File: config.mk
export PLATFORM = sky130hd
export DESIGN_NAME = ram_queue_ctrl_3x78
export DESIGN_NICKNAME = d
export VERILOG_FILES = /design/src/rtl/ram_queue_ctrl_3x78.sv
export SDC_FILE = /design/constraint.sdc
export NUM_CORES = 1
export LEC_CHECK = 0
export ABC_AREA = 1
export BUFFER_PORTS_ARGS = -buffer_cell sky130_fd_sc_hd__buf_2
export CORE_AREA = 2 2 129 131
export CTS_CLUSTER_DIAMETER = 40
export DETAILED_ROUTE_END_ITERATION = 8
export DIE_AREA = 0 0 131 133
export MAX_ROUTING_LAYER = met4
export SETUP_SLACK_MARGIN = 0.15
export SLEW_MARGIN = 20
export SYNTH_ARGS = -nofsm -noshare
export SYNTH_HDL_FRONTEND = slang
export SYNTH_SLANG_ARGS = --single-unit
File: constraint.sdc
create_clock -name clock -period 5.2 [get_ports clock]
set_input_delay 1.56 -clock clock [delete_from_list [all_inputs] [get_ports clock]]
set_output_delay 1.56 -clock clock [all_outputs]
set_load 0.01 [all_outputs]
File: src/rtl/ram_queue_ctrl_3x78.sv
// Pointer/occupancy control for a 3x78 FIFO built on an external ram_3x78.
// Define RAM_QUEUE_FLOW_EN to let an empty queue pass a beat straight through.
module ram_queue_ctrl_3x78 #(
    parameter int DEPTH = 3,
    parameter int WIDTH = 78
) (
    input  logic             clock,
    input  logic             reset,
    input  logic             io_enq_valid,
    output logic             io_enq_ready,
    input  logic [WIDTH-1:0] io_enq_bits,
    output logic             io_deq_valid,
    input  logic             io_deq_ready,
    output logic [WIDTH-1:0] io_deq_bits,
    output logic [1:0]       io_count,
    output logic [1:0]       ram_W0_addr,
    output logic             ram_W0_en,
    output logic             ram_W0_clk,
    output logic [WIDTH-1:0] ram_W0_data,
    output logic [1:0]       ram_R0_addr,
    output logic             ram_R0_en,
    output logic             ram_R0_clk,
    input  logic [WIDTH-1:0] ram_R0_data
);

    localparam logic [1:0] LAST = 2'(DEPTH - 1);

    logic [1:0] enq_ptr;
    logic [1:0] deq_ptr;
    logic       maybe_full;
    logic       ptr_match;
    logic       empty;
    logic       full;
    logic       do_enq;
    logic       do_deq;
    logic [2:0] count_wide;

    assign ptr_match = (enq_ptr == deq_ptr);
    assign empty     = ptr_match & ~maybe_full;
    assign full      = ptr_match & maybe_full;

    assign io_enq_ready = ~full;

`ifdef RAM_QUEUE_FLOW_EN
    // An empty queue forwards the producer beat; it only lands in RAM if unaccepted.
    assign io_deq_valid = ~empty | io_enq_valid;
    assign io_deq_bits  = empty ? io_enq_bits : ram_R0_data;
    assign do_enq = io_enq_valid & io_enq_ready & ~(empty & io_deq_ready);
    assign do_deq = ~empty & io_deq_ready;
`else
    assign io_deq_valid = ~empty;
    assign io_deq_bits  = ram_R0_data;
    assign do_enq = io_enq_valid & io_enq_ready;
    assign do_deq = io_deq_valid & io_deq_ready;
`endif

    assign ram_W0_addr = enq_ptr;
    assign ram_W0_en   = do_enq;
    assign ram_W0_clk  = clock;
    assign ram_W0_data = io_enq_bits;
    assign ram_R0_addr = deq_ptr;
    assign ram_R0_en   = ~empty;
    assign ram_R0_clk  = clock;

    always_comb begin
        count_wide = 3'd0;
        if (ptr_match) begin
            count_wide = maybe_full ? 3'(DEPTH) : 3'd0;
        end else if (enq_ptr > deq_ptr) begin
            count_wide = {1'b0, enq_ptr} - {1'b0, deq_ptr};
        end else begin
            count_wide = 3'(DEPTH) + {1'b0, enq_ptr} - {1'b0, deq_ptr};
        end
    end

    assign io_count = count_wide[1:0];

    always_ff @(posedge clock) begin
        if (reset) begin
            enq_ptr    <= 2'd0;
            deq_ptr    <= 2'd0;
            maybe_full <= 1'b0;
        end else begin
            if (do_enq) begin
                enq_ptr <= (enq_ptr == LAST) ? 2'd0 : enq_ptr + 2'd1;
            end
            if (do_deq) begin
                deq_ptr <= (deq_ptr == LAST) ? 2'd0 : deq_ptr + 2'd1;
            end
            if (do_enq != do_deq) begin
                maybe_full <= do_enq;
            end
        end
    end

endmodule
# [Yosys cells after proc, flatten, opt, wreduce, memory -nomap -nowiden]
# Cells that the tools add are included.
[word_totals] output_inout_bits=168 inputBits=160 ff_bits=5
[op_classes] magnitude_cmp=1 muxes=5 n_bitwise=7 eq_ne=4 add_sub_neg=5
[ops] operator="two-way mux 2 bit" n=5
[ops] operator="adder 2 x 1 -> 2 bit, second input constant" n=2
[ops] operator="AND 1 bit" n=4
[ops] operator="== test 2 bit, second input constant" n=2
[ops] operator="subtractor 2 bit" n=2
[ops] operator="inverter 1 bit" n=3
[ops] operator="adder 2 bit, first input constant" n=1
[ops] operator="== test 2 bit" n=1
[ops] operator="greater-than comparator 2 bit" n=1
[ops] operator="!= test 1 bit" n=1

# [Longest topological paths before layout]
[depth] word_depth=5 ltp_mapped=7 mapped_depth_nobuf=7

==> run_summary.xml <==
<?xml version="1.0" encoding="UTF-8"?>
<metrics>
  <group name="detailed_routing">
    <metric name="via_total_after_detailed_routing" unit="">662</metric>
    <metric name="detailedRoute.firstIterationViolations" unit="">8</metric>
    <metric name="postRouteAntennaNets" unit="">0</metric>
    <metric name="routed_wl" unit="um">4670</metric>
    <metric name="vias_per_cell" unit="">2.22</metric>
    <metric name="routed_wire_length_per_instance" unit="um">15.7</metric>
    <metric name="drt_first_pass_iters" unit="">4</metric>
    <metric name="post-route-drc-count" unit="">0</metric>
  </group>
  <group name="yosys">
    <metric name="post_synth_inst_count" unit="">214</metric>
    <metric name="top_post_synthesis_cells_by_area" unit="">buf_4 (77%), dfxtp_1 (6.4%), nand2_1 (3.4%)</metric>
    <metric name="yosys.area.top_type_share" unit="%">76.7</metric>
    <metric name="synth-seq-cells" unit="">5</metric>
    <metric name="mappedNetlistNets" unit="">378</metric>
    <metric name="yosysWarningCount" unit="">0</metric>
    <metric name="synth.cell_area" unit="um2">1560</metric>
    <metric name="synth_seq_area_share" unit="%">6.44</metric>
    <metric name="synth_cell_type_count" unit="">15</metric>
    <metric name="synth_area_per_cell" unit="um2">7.27</metric>
    <metric name="synth_largest_area_cell" unit="">buf_4</metric>
  </group>
  <group name="clock_tree">
    <metric name="clk_transition_reported_paths" unit="ps">30</metric>
    <metric name="post-cts-setup-buffers" unit="">0</metric>
    <metric name="clk_latency" unit="ps">340</metric>
    <metric name="post_cts_resized" unit="">0</metric>
    <metric name="tritoncts" unit="">yes</metric>
    <metric name="cts_hold_buffers" unit="">0</metric>
  </group>
  <group name="timing">
    <metric name="slew-limit-headroom" unit="%">83.5</metric>
    <metric name="finalSetupViolCount" unit="">0</metric>
    <metric name="hold_viol" unit="">0</metric>
    <metric name="clock_skew" unit="ps">1.05</metric>
    <metric name="final_max_slew_viol_count" unit="">0</metric>
    <metric name="fin_tns_setup" unit="ps">0</metric>
    <metric name="worstMarginPinSlew" unit="ps">247</metric>
    <metric name="rsz0062_at_grt" unit="">false</metric>
  </group>
  <group name="global_routing">
    <metric name="number_of_antenna_violations_at_the_first_check_in_global_routing" unit="">0</metric>
    <metric name="grt_overflow_total" unit="">0</metric>
    <metric name="grt_util_all_layers" unit="%">5.30</metric>
    <metric name="grt_pass1_wl" unit="um">5770</metric>
    <metric name="first_global_vias" unit="">735</metric>
    <metric name="grt_max_degree" unit="">6</metric>
  </group>
  <group name="worst_setup_path">
    <metric name="timing.critical_path.required" unit="ps">3640</metric>
    <metric name="rr_endpoint" unit="">ram_R0_addr[1]</metric>
    <metric name="critPathMostFrequentCell" unit="">clkbuf_16</metric>
    <metric name="critical-path-slowest-cell" unit="">clkbuf_16</metric>
    <metric name="reg2reg_slack" unit="ps">3680</metric>
    <metric name="worstSetupPathType" unit="">clock port to output port</metric>
    <metric name="crit_buf_inv" unit="">3</metric>
    <metric name="slowest_delay" unit="ps">130</metric>
    <metric name="critical_path_peak_fanout" unit="">2</metric>
    <metric name="crit_family" unit="">buffers and inverters</metric>
    <metric name="crit_path_end_kind" unit="">output port</metric>
    <metric name="timing.critical_path.cells" unit="">clkbuf_16, clkbuf_16, buf_2</metric>
    <metric name="arrival" unit="ps">2980</metric>
    <metric name="worstSetupStartpointType" unit="">clock port</metric>
    <metric name="reg2reg_depth" unit="">7</metric>
    <metric name="worstReg2RegStart" unit="">ram_R0_addr[1]</metric>
  </group>
  <group name="hold_path">
    <metric name="timing.hold.worst_path_depth" unit="">2</metric>
    <metric name="hold_path_startpoint" unit="">ram_W0_addr[0]</metric>
    <metric name="whs_endpoint" unit="">ram_W0_addr[1]</metric>
    <metric name="min_path_type" unit="">flip-flop to flip-flop</metric>
  </group>
  <group name="die">
    <metric name="floorplan.initialDensity" unit="%">9.62</metric>
    <metric name="design.die.area" unit="um2">17400</metric>
    <metric name="ios" unit="">328</metric>
    <metric name="core_area" unit="um2">16200</metric>
    <metric name="rows" unit="">47</metric>
    <metric name="height_of_the_die" unit="um">133</metric>
    <metric name="die_x" unit="um">131</metric>
  </group>
  <group name="place">
    <metric name="dpl_cell_area" unit="um2">712</metric>
    <metric name="gp_congestion" unit="">0.691</metric>
    <metric name="place.port_buffers" unit="">15</metric>
    <metric name="place.detailed.hpwl" unit="um">3860</metric>
  </group>
  <group name="final_layout">
    <metric name="fillers" unit="">1910</metric>
    <metric name="areaGrowthSynthToFinish" unit="%">-42.7</metric>
    <metric name="nets" unit="">243</metric>
    <metric name="post_route_cells_drive_above_1_share" unit="%">34.6</metric>
    <metric name="combined_area_of_the_multi_input_logic_cells" unit="um2">224</metric>
    <metric name="area_used_by_sequential_logic_in_the_layout" unit="um2">100</metric>
    <metric name="num_antenna_cells" unit="">0</metric>
    <metric name="finalInstanceArea" unit="um2">891</metric>
  </group>
  <group name="power">
    <metric name="p_per_area" unit="nW/um2">537</metric>
    <metric name="power.leakage" unit="nW">0.349</metric>
    <metric name="vdd_drop_max" unit="uV">234</metric>
  </group>
  <group name="run_status">
    <metric name="result_of_the_run" unit="">finished clean</metric>
  </group>
  <group name="flow_run">
    <metric name="max_cap_viol_count" unit="">0</metric>
  </group>
</metrics>
through the flow:
| step | std cells | setup slack [ps] | total power [mW] | util, % | hold WS [ps] |
|---|---|---|---|---|---|
| floorplan | 214 | 921 | 0.286 | - | 553 |
| global placement | 290 | 925 | 0.199 | 4.40 | 554 |
| detailed placement | 290 | 925 | 0.200 | 4.40 | 560 |
| CTS | 298 | 652 | 0.491 | 5.51 | 564 |
| global route | 298 | 652 | 0.508 | 5.51 | 606 |
| finish | 298 | 658 | 0.478 | 5.51 | 553 |
flip-flops by register name (all words and copies together) (netlist names):
signal,count
ram_R0_addr,2
ram_W0_addr,2
maybe_full,1
power by group:
| group | switching [mW] | internal, mW | total (mW) |
|---|---|---|---|
| Clock | 0.0632 | 0.243 | 0.306 |
| Sequential | 0.00879 | 0.0453 | 0.0541 |
| Combinational | 0.0752 | 0.0428 | 0.118 |
| Total | 0.147 | 0.331 | 0.478 |
layout make-up:
type / instances / share of cell area, %
repair buffers: 13 / 7.30
well taps: 220 / 30.9
inverters: 10 / 4.21
flip-flops and latches: 5 / 11.2
multi-input cells: 40 / 25.1
clock buffers: 10 / 21.2
cell usage in the layout, fill, tap and decap left out:
cell	instances
nor2_1	10
inv_1	9
dfxtp_1	5
nand3_2	1
clkbuf_1	1
nand2_2	1
o211ai_1	1
a21oi_1	2
clkbuf_16	7
ha_1	3
nor2_2	1
inv_2	1
nand2_1	14
fa_1	1
buf_2	15
nand3_1	5
nand2_4	1
worst reg2reg max path, stage by stage (launching register included):
cell	delay (ps)
dfxtp_1	440
inv_1	90
ha_1	380
nand3_1	190
nand2_2	140
nand2_1	70
nand2_1	60
nor2_1	40
Yosys cell counts:
cell	instances
nand2_1	14
nand3_1	5
dfxtp_1	5
buf_4	159
fa_1	1
nand2_4	1
inv_1	9
o211ai_1	1
nor2_2	1
a21oi_1	2
ha_1	3
nand2_2	1
nor2_1	10
inv_2	1
nand3_2	1
cell families (layout without fill, tap and decap cells):
| family | count (synthesis) | count (layout) | synth area share [%] |
|---|---|---|---|
| buffers and inverters | 169 | 33 | 79.2 |
| flip-flops | 5 | 5 | 6.44 |
| AO/OA/AOI/OAI | 3 | 3 | 1.13 |
| adder cells (fa/ha/maj) | 4 | 4 | 3.70 |
| AND/OR/NAND/NOR | 33 | 33 | 9.57 |
per-layer routing:
metal,share of wire (%),global-route usage [%]
met5,0,-
met4,21,12.2
met3,31,6.39
met2,33,5.01
met1,15,2.05
how the worst max path moves through the flow:
stage | from | end | slack (ps) | depth (start not counted)
final | clock | ram_W0_clk | 660 | 3
after global routing | clock | ram_R0_clk | 650 | 3
after CTS | clock | ram_W0_clk | 650 | 3
after detailed placement | clock | ram_R0_clk | 930 | 1
after global placement | clock | ram_R0_clk | 930 | 1
after floorplan | clock | ram_R0_clk | 920 | 1
(Power assumes the default switching activity.)
